===== config.mk =====
export PLATFORM = sky130hd
export DESIGN_NAME = add8b_seq
export DESIGN_NICKNAME = d
export VERILOG_FILES = /design/src/rtl/add8b_seq.sv
export SDC_FILE = /design/constraint.sdc
export NUM_CORES = 1
export LEC_CHECK = 0
export BUFFER_PORTS_ARGS = -buffer_cell sky130_fd_sc_hd__buf_2
export CAP_MARGIN = 20
export CORE_ASPECT_RATIO = 1.4
export CORE_UTILIZATION = 55
export DETAILED_ROUTE_END_ITERATION = 16
export PLACE_DENSITY_LB_ADDON = 0.3
export REMOVE_ABC_BUFFERS = 1
export SYNTH_ARGS = -nofsm -noshare
export SYNTH_HDL_FRONTEND = slang
export SYNTH_SLANG_ARGS = --single-unit

===== constraint.sdc =====
create_clock -name clk -period 3.4 [get_ports clk]
set_input_delay 0.34 -clock clk [delete_from_list [all_inputs] [get_ports clk]]
set_output_delay 0.34 -clock clk [all_outputs]
set_load 0.005 [all_outputs]

===== src/rtl/add8b_seq.sv =====
// Bit-serial adder: iJ + iK + iC, one bit per clock, LSB first.
// Reports per-bit carries and even parity alongside the registered sum.
module add8b_seq #(
  parameter int DATASIZE = 8
) (
  input  logic                clk,
  input  logic                rst,
  input  logic                iStart,
  input  logic [DATASIZE-1:0] iJ,
  input  logic [DATASIZE-1:0] iK,
  input  logic                iC,
  output logic                oBusy,
  output logic                oDone,
  output logic [DATASIZE-1:0] oD,
  output logic [DATASIZE-1:0] oC,
  output logic                oP
);

  localparam int CW = $clog2(DATASIZE);
  localparam logic [CW-1:0] LAST = CW'(DATASIZE - 1);

  typedef enum logic [1:0] {
    IDLE,
    SHIFT,
    DONE
  } state_t;

  state_t r_state;
  state_t w_next;

  logic [DATASIZE-1:0] r_j;
  logic [DATASIZE-1:0] r_k;
  logic [DATASIZE-1:0] r_sum;
  logic [DATASIZE-1:0] r_cv;
  logic [DATASIZE-1:0] r_d;
  logic [DATASIZE-1:0] r_c;
  logic                r_cin;
  logic [CW-1:0]       r_cnt;

  logic                w_accept;
  logic                w_last;
  logic                w_jb;
  logic                w_kb;
  logic                w_s;
  logic                w_co;
  logic [DATASIZE-1:0] w_sum;
  logic [DATASIZE-1:0] w_cv;

  assign w_jb   = r_j[r_cnt];
  assign w_kb   = r_k[r_cnt];
  assign w_s    = w_jb ^ w_kb ^ r_cin;
  assign w_co   = (w_jb & w_kb) | (w_jb & r_cin) | (w_kb & r_cin);
  assign w_last = (r_cnt == LAST);

  // Current bit merged into the partial results so the final bit can be
  // published on the same edge that enters DONE.
  always_comb begin
    w_sum        = r_sum;
    w_cv         = r_cv;
    w_sum[r_cnt] = w_s;
    w_cv[r_cnt]  = w_co;
  end

  always_comb begin
    w_next   = r_state;
    w_accept = 1'b0;
    oBusy    = 1'b0;
    oDone    = 1'b0;
    case (r_state)
      IDLE: begin
        if (iStart) begin
          w_accept = 1'b1;
          w_next   = SHIFT;
        end
      end
      SHIFT: begin
        oBusy = 1'b1;
        if (w_last) w_next = DONE;
      end
      DONE: begin
        oDone = 1'b1;
        if (iStart) begin
          w_accept = 1'b1;
          w_next   = SHIFT;
        end else begin
          w_next = IDLE;
        end
      end
      default: w_next = IDLE;
    endcase
  end

  always_ff @(posedge clk or posedge rst) begin
    if (rst) r_state <= IDLE;
    else     r_state <= w_next;
  end

  always_ff @(posedge clk or posedge rst) begin
    if (rst) begin
      r_j   <= '0;
      r_k   <= '0;
      r_sum <= '0;
      r_cv  <= '0;
      r_d   <= '0;
      r_c   <= '0;
      r_cin <= 1'b0;
      r_cnt <= '0;
    end else if (w_accept) begin
      r_j   <= iJ;
      r_k   <= iK;
      r_cin <= iC;
      r_sum <= '0;
      r_cv  <= '0;
      r_cnt <= '0;
    end else if (r_state == SHIFT) begin
      r_sum <= w_sum;
      r_cv  <= w_cv;
      r_cin <= w_co;
      if (w_last) begin
        r_d <= w_sum;
        r_c <= w_cv;
      end else begin
        r_cnt <= r_cnt + 1'b1;
      end
    end
  end

  assign oD = r_d;
  assign oC = r_c;
  assign oP = ~^r_d;

endmodule

After elaboration in Yosys (flattened, before gate mapping). Index checks and enable logic that the tools add are counted.

Add/sub/neg operators: 1. Order comparisons: 2. Equality and inequality tests: 6. Multiplexer cells: 25. Bitwise gates (word level): 8. Reductions and logical operators: 8.

Operator list (count): 8-bit two-way mux (4); 8-bit bitwise mux (2); 1-bit two-way mux (10); 3-bit two-way mux (3); 8-bit XNOR reduction (1); 1-bit binary-select mux with 3-bit select (2); 2-bit != test (second input constant) (3); 2-bit case mux with 3 select lines (1); 3-bit by 4-bit less-than comparator with 1-bit output (second input constant) (1); 2-bit two-way mux (2); 2-bit AND reduction (2); 3-bit by 1-bit adder with 3-bit output (second input constant) (1); 1-bit bitwise AND (3); 1-bit demux with 3-bit select (1); 3-bit == test (second input constant) (1); 3-bit by 1-bit greater-or-equal comparator with 1-bit output (second input constant) (1); 3-bit AND reduction (1); 2-bit by 1-bit == test with 1-bit output (second input constant) (1); 2-bit == test (second input constant) (1); 2-bit logical NOT (1); 1-bit bitwise OR (2); 2-bit nonzero test (1); 2-bit OR reduction (1); 1-bit bitwise XOR (2); 2 further kinds (2).

Flip-flop bits (word level): 54. Bits of input ports: 20. Output and inout port bits: 19. Logic and storage cells: 59.

Depth between registers and ports, before layout. Gate-level depths: netlist (run 1).

Depth in word-level cells: 8. Depth in mapped cells: 9.

Least setup slack after synthesis (run 1). No wires, ideal clock.

Path type: register to register. From: register r_cnt[0]. To: register r_sum[0]. Library setup time: 0.067 ns. Arrival time: 2.428 ns. Required time: 3.333 ns. Path slack: 0.906 ns. Stages on the path, launching flop included: 9. Clock period less this slack: 2.494 ns. Cells stage by stage: dfrtp_1 > buf_4 > buf_6 > mux4_2 > mux2i_1 > fa_1 > buf_1 > nor2_1 > a22o_1.

Word-level cells in the longest chain between the ends: 7. Elaborated cells between the ends (all ways): 14. Classes of those cells: 2 x order compare; 9 x mux; 2 x bitwise; 1 x reduce/logical.

Ends and longest elaborated chain: start: declaration (line 38) `logic [CW-1:0] r_cnt;`; start signal: assignment (line 123) `r_cnt <= r_cnt + 1'b1;`; 3-bit by 4-bit less-than comparator with 1-bit output (not written as such) (tied with other cells) (line 60) `w_sum[r_cnt] = w_s;`; 1-bit logical AND (not written as such) (tied with other cells) (line 60); 1-bit two-way mux (not written as such) or 1-bit bitwise XOR (tied branches) (line 60, 51); 1-bit demux with 3-bit select or 1-bit bitwise XOR (tied branches) (line 60, 51); 8-bit bitwise mux (*) (line 60); 8-bit two-way mux (*) (line 115) `end else if (r_state == SHIFT) begin`; 8-bit two-way mux (*) (line 108) `end else if (w_accept) begin`; end signal: assignment (line 116) `r_sum <= w_sum;`; end: declaration (line 33) `logic [DATASIZE-1:0] r_sum;`.

Every way passes the cells marked *; elsewhere a longest branch is shown, timed or not. The select of a mux whose other input is x is not followed. A chain may end at the register's enable or synchronous reset.

Worst setup path in the final report (run 1).
From: register r_cnt[0]. To: register r_sum[4].

Same word-level chain as after synthesis.

==> results of run 1 <==
-- report_power, final --
part / leakage [µW] / internal, µW / switching, µW / total [µW]
clock: 0.0000482 / 165 / 198 / 363
combinational: 0.000724 / 658 / 761 / 1420
sequential: 0.000694 / 918 / 253 / 1170
total: 0.00147 / 1740 / 1210 / 2950
-- flip-flops by register name (all words and copies together) (netlist names) --
register / cells
oC: 8
oD: 8
r_cv: 8
r_j: 8
r_k: 8
r_sum: 8
r_cnt: 3
r_state: 2
r_cin: 1
-- worst register-to-register path, cell delays in order (launching register included) --
cell and delay [ps]:
dfrtp_1 800, mux4_2 580, mux2i_1 220, fa_1 570
nor2_1 470, a22o_1 230
-- final timing paths --
kind,from,to,slack [ps]
hold / removal,iJ[7],r_j[7],220
hold reg to reg,r_k[1],r_k[1],480
setup / recovery,r_cnt[0],r_sum[4],480
min in group asynchronous,rst,r_cv[5],480
setup reg to reg,r_cnt[0],r_sum[4],480
max in group asynchronous,rst,r_cv[3],2420
-- per-stage QoR --
| stage | setup WS (ps) | instance area [µm²] | hold slack, ps | std cells | total power (µW) |
|---|---|---|---|---|---|
| finish | 484.7 | 2912 | 220.6 | 350 | 2951 |
| CTS | 470.1 | 2882 | 214.7 | 348 | 2965 |
| floorplan | 818.0 | 2512 | 440.3 | 239 | 2183 |
| global placement | 591.3 | 2790 | 457.2 | 340 | 2538 |
| global route | 262.7 | 2912 | 222.9 | 350 | 3218 |
| detailed placement | 490.0 | 2790 | 463.4 | 340 | 2609 |
-- cell type report --
class                           count  share of cell area
Timing Repair Buffer               41             0.07821
Tap cell                           62             0.02664
Inverter                            6            0.007735
Sequential cell                    54              0.4641
Clock buffer                        7             0.02965
Multi-Input combinational cell    179              0.3919
Clock inverter                      1            0.001719
-- layer usage --
layer / up-vias / track usage / share of wire
met5: - / 0 / 0
met4: 0 / 0.09514 / 0.028
met3: 13 / 0.03876 / 0.032
met2: 52 / 0.3706 / 0.52
met1: 898 / 0.3068 / 0.42
li1: 936 / - / -
-- placed cells by master (no fill, tap or decap), types with 2 or more instances in the layout --
cell type	instances
inv_2	2
nand3_1	3
nand2_1	70
mux2i_1	10
ha_1	2
dfrtp_1	54
nor2_1	12
xnor2_1	7
o22ai_1	6
a21o_1	10
clkbuf_8	6
inv_1	4
a22o_1	15
o21ai_1	19
nor3b_4	2
buf_2	38
mux4_2	4
nand2b_1	4
-- kinds of logic after synthesis --
kind of cell,after synthesis,share of synthesized area
flops,54,0.5177
mux,14,0.07287
buf+inv,23,0.04602
xor+xnor,7,0.02349
fa+ha+maj,3,0.01726
compound gates,53,0.1385
simple gates,102,0.1841
-- synth_stat cells --
cell type  count
nand3_1        3
nor2_1        12
a311oi_1       1
nor3b_4        2
and3_2         1
dfrtp_1       54
nor3b_2        1
buf_4          2
and3b_1        1
and3b_2        1
nor3_2         1
o21ai_1       19
inv_2          1
nand2_1       70
buf_2          3
and3b_4        1
xnor2_1        7
fa_1           1
inv_1          5
a211o_1        1
nand2b_1       4
o22ai_1        6
a22o_1        15
a21o_1        10
or3b_1         1
buf_1          2
buf_6          3
mux2i_1       10
ha_1           2
mux4_2         4
nor3_1         1
clkbuf_1       7
nor2b_1        2
nand3b_1       1
a21oi_1        1
-- what timing repair did --
| action | in CTS | in global routing |
|---|---|---|
| buffers inserted | 0 | 0 |
| hold buffers | 0 | 1 |
| endpoints found under the hold margin | 0 | 8 |
==> out/results.ini, run 1 <==
[sta]
finalMaxSlewViolations = 0
rsz0062_at_grt = false
fin_skew_ps = 7.420
setup_violations = 0
setup-tns-final_ps = 0
hold_viol_final = 0
tightest_slew_ps = 1029
timing.fmax_mhz = 343.0
period_minus_slack_ps = 2915
timing.slew.headroom = 0.3112
min_period_over_period = 0.8574

[setup_path]
cp.required_ps = 3650
crit_path_start_kind = flip-flop
reg2reg_depth = 5
crit_buf_inv = 0
path_max_fanout = 18
critPathSlowestCell = dfrtp_1
cp.arrival_ps = 3160
cp_slowest_stage_delay_ps = 800
crit_cells = 5
critPathCaptureType = flip-flop
crit_chain = mux4_2 > mux2i_1 > fa_1 > nor2_1 > a22o_1
critPathKind = reg2reg
cpLargestDelayFamily = flip-flops

[clock_tree]
cts.reportedPaths.clkPinSlew_ps = 90
cts_resized = 0
cts_root_buffer = clkbuf_8
clock_latency_ps = 310
cts_tree = built
cts_sinks = 54
ctsLongestPathBuffers = 2
htree_levels = 2
cts_buffers = 5

[finish]
filler_cell_count = 404
drive_above_1_share = 0.2118
antenna_cells = 0
multi_input_area_um2 = 1141
regArea_um2 = 1351
area_growth_pct = 11.55
finish.net_count = 310
post-route-util = 0.6419

[worst_hold_path]
min-delay-path-class = in2reg
min_path_cells = 3

[floorplan]
start_util = 0.5754
coreArea_um2 = 4536
dieArea_um2 = 5029
die_h_um = 83.51
io_pins = 39
die_width_um = 60.22
fp-row-count = 29

[logic_synthesis]
syn_area_per_cell_um2 = 10.20
netlist_area_um2 = 2610
netlist_top_cells_area = dfrtp_1 (52%), nand2_1 (10%), a22o_1 (5.0%)
synth_cell_types = 35
netlist_instances = 256
synth_top_area_frac = 0.5177
yosysSeqAreaShare = 0.5177
synth_area_leader_cell = dfrtp_1
yosys_warnings = 0
synth.ff_latch_count = 54

[route]
drt_iter0_drc = 53
num_vias = 1899
drt_pass1_iterations = 4
via_per_inst = 5.426
route.detailed.drc = 0
ant_nets = 0
wl_mm = 4.924
avgRoutedWirePerCell_um = 14.07

[global_routing]
grt_pass1_wl_mm = 8.776
grt_max_degree = 55
grt_pass1_vias = 1881
grt_usage = 0.2321
antenna_found_initial = 0
grt-ovfl-total = 0

[place]
dpl.hpwl_mm = 3.528
finalWeightedCongestion = 0.9145
io_buffer_count = 38

[power_and_ir_drop]
ir_drop_v = 0.0005243
power.density_nw_per_um2 = 1014
leakagePower_uw = 0.001467

[run_status]
outcome = completed

[flow_run]
cap_violations = 0

No activity file was read; power rests on OpenSTA's default activity.
==> run 2: changes to the inputs <==
--- a/config.mk
+++ b/config.mk
@@ -7,7 +7,7 @@
 export LEC_CHECK = 0
 export BUFFER_PORTS_ARGS = -buffer_cell sky130_fd_sc_hd__buf_2
 export CAP_MARGIN = 20
-export CORE_ASPECT_RATIO = 1.4
+export CORE_ASPECT_RATIO = 0.6
 export CORE_UTILIZATION = 55
 export DETAILED_ROUTE_END_ITERATION = 16
 export PLACE_DENSITY_LB_ADDON = 0.3
==> constraint.sdc (replaced) <==
create_clock -name clk -period 3.6 [get_ports clk]
set_input_delay 0.36 -clock clk [delete_from_list [all_inputs] [get_ports clk]]
set_output_delay 0.36 -clock clk [all_outputs]
set_load 0.005 [all_outputs]
==> out/results.ini, run 2 (synthesis gave the netlist of run 1 again) <==
[sta]
setup-tns-final_ps = 0  ; unchanged
setup_violations = 0  ; unchanged
min_period_over_period = 0.8586  ; was 0.8574
timing.slew.headroom = 0.4230  ; was 0.3112
finalMaxSlewViolations = 0  ; unchanged
timing.fmax_mhz = 323.5  ; was 343.0 MHz
tightest_slew_ps = 863.7  ; was 1029 ps
hold_viol_final = 0  ; unchanged
worst_slack_ps = 508.9  ; was 484.7 ps
period_minus_slack_ps = 3091  ; was 2915 ps
rsz0062_at_grt = false  ; unchanged
fin_skew_ps = 3.966  ; was 7.420 ps

[global_routing]
grt_max_degree = 55  ; unchanged
grt-ovfl-total = 0  ; unchanged
grt_pass1_wl_mm = 9.252  ; was 8.776 mm
grt_usage = 0.2332  ; was 0.2321
grt_pass1_vias = 1940  ; was 1,881
antenna_found_initial = 0  ; unchanged

[clock_tree]
cts_tree = built  ; unchanged
ctsLongestPathBuffers = 2  ; unchanged
cts_hold_buf = 0  ; unchanged
htree_levels = 2  ; unchanged
post_cts_buffers = 0  ; unchanged
cts.reportedPaths.clkPinSlew_ps = 90  ; about the same
clock_latency_ps = 300  ; was 310 ps
cts_buffers = 5  ; unchanged
cts_sinks = 54  ; unchanged
cts_root_buffer = clkbuf_8  ; unchanged
cts_resized = 0  ; unchanged

[setup_path]
cp_slowest_stage_delay_ps = 830  ; was 800 ps
crit_path_start_kind = flip-flop  ; unchanged
cp.arrival_ps = 3340  ; was 3160 ps
path_max_fanout = 18  ; unchanged
crit_buf_inv = 0  ; unchanged
critPathCaptureType = flip-flop  ; unchanged
critPathKind = reg2reg  ; unchanged
cp.required_ps = 3840  ; was 3650 ps
crit_chain = mux4_2 > mux2i_1 > fa_1 > nor2_1 > a22o_1  ; unchanged
critPathSlowestCell = dfrtp_1  ; unchanged
cpLargestDelayFamily = flip-flops  ; unchanged

[floorplan]
io_pins = 39  ; unchanged
start_util = 0.6036  ; was 0.5754
die_width_um = 90.94  ; was 60.22 µm
die_h_um = 55.36  ; was 83.51 µm
fp-row-count = 18  ; was 29
dieArea_um2 = 5034  ; was 5029 µm²
coreArea_um2 = 4324  ; was 4536 µm²

[route]
num_vias = 1931  ; was 1,899
ant_nets = 0  ; unchanged
drt_pass1_iterations = 4  ; unchanged
avgRoutedWirePerCell_um = 15.43  ; was 14.07 µm
via_per_inst = 5.549  ; was 5.426
wl_mm = 5.368  ; was 4.924 mm
drt_iter0_drc = 56  ; was 53
route.detailed.drc = 0  ; unchanged

[power_and_ir_drop]
power.density_nw_per_um2 = 980.2  ; was 1014 nW/µm²
leakagePower_uw = 0.001467  ; about the same
ir_drop_v = 0.0004714  ; was 0.0005243 V

[finish]
antenna_cells = 0  ; unchanged
area_growth_pct = 11.27  ; was 11.55%
drive_above_1_share = 0.2118  ; unchanged
finish.net_count = 310  ; unchanged
mostFrequentLayoutCells = nand2_1 (70), dfrtp_1 (54), buf_2 (38)  ; unchanged
layout_commonest_cell = nand2_1  ; unchanged
design_area_um2 = 2904  ; was 2912 µm²

[flow_run]
cap_violations = 0  ; unchanged

[place]
finalWeightedCongestion = 0.7630  ; was 0.9145
dpl-instance-area_um2 = 2793  ; was 2790 µm²
pre_cts_slack_ps = 569.2  ; was 490.0 ps
dpl.hpwl_mm = 3.683  ; was 3.528 mm
io_buffer_count = 38  ; unchanged

[worst_hold_path]
min-delay-path-class = in2async  ; was in2reg

[run_status]
outcome = completed  ; unchanged

[run 2: cell count changes in the layout (fill, tap and decap cells not counted)]
cell	delta
buf_4	+1
dlygate4sd3_1	-1
nor2b_1	+1
nor2b_2	-1
[run 2: worst register-to-register path, stage by stage, from the launching register on]
cell,delay (ps)
dfrtp_1,830
mux4_2,600
mux2i_1,230
fa_1,570
nor2_1,560
a22o_1,250
[run 2: path summary, 6_finish.rpt]
| check | cells past startpoint | startpoint | slack [ps] | to |
|---|---|---|---|---|
| worst max-delay path | 5 | r_cnt[0] | 510 | r_sum[1] |
| worst min-delay path | 2 | rst | 40 | r_k[4] |
| worst max register to register | 5 | r_cnt[0] | 510 | r_sum[1] |
| worst min register to register | 2 | oC[3] | 480 | oC[3] |
| max in group asynchronous | 3 | rst | 3030 | oD[2] |
| min in group clk | 3 | iJ[7] | 240 | r_j[7] |
[run 2: routing by layer]
| metal | wire length (µm) | part of all wire | vias up | track usage |
|---|---|---|---|---|
| li1 | - | - | 927 | - |
| met5 | 0 | 0 | - | 0 |
| met3 | 323 | 0.060 | 4 | 0.05096 |
| met1 | 2623 | 0.49 | 949 | 0.3532 |
| met2 | 2399 | 0.45 | 51 | 0.3474 |
| met4 | 22 | 0.0041 | 0 | 0.04762 |
[run 2: through the flow]
stage          instances  hold WS (ps)  power (µW)  utilization
6_report             348         40.52        2847       0.6716
5_1_grt              348         64.39        3060       0.6716
4_1_cts              347         233.4        2848       0.6670
3_5_place_dp         339         467.6        2499       0.6458
3_3_place_gp         339         461.1        2434       0.6458
2_1_floorplan        239         440.3        2062            -
[run 2: area by class of cell]
type                            instances  area [µm²]
Timing Repair Buffer                   41       225.2
Multi-Input combinational cell        179        1139
Tap cell                               60       75.07
Fill cell                             365        1420
Sequential cell                        54        1351
Clock buffer                            7       86.33
Clock inverter                          1       5.005
Inverter                                6       22.52
[run 2: power by group]
group	internal, µW	switching (µW)
Clock	156	191
Sequential	866	253
Combinational	623	757
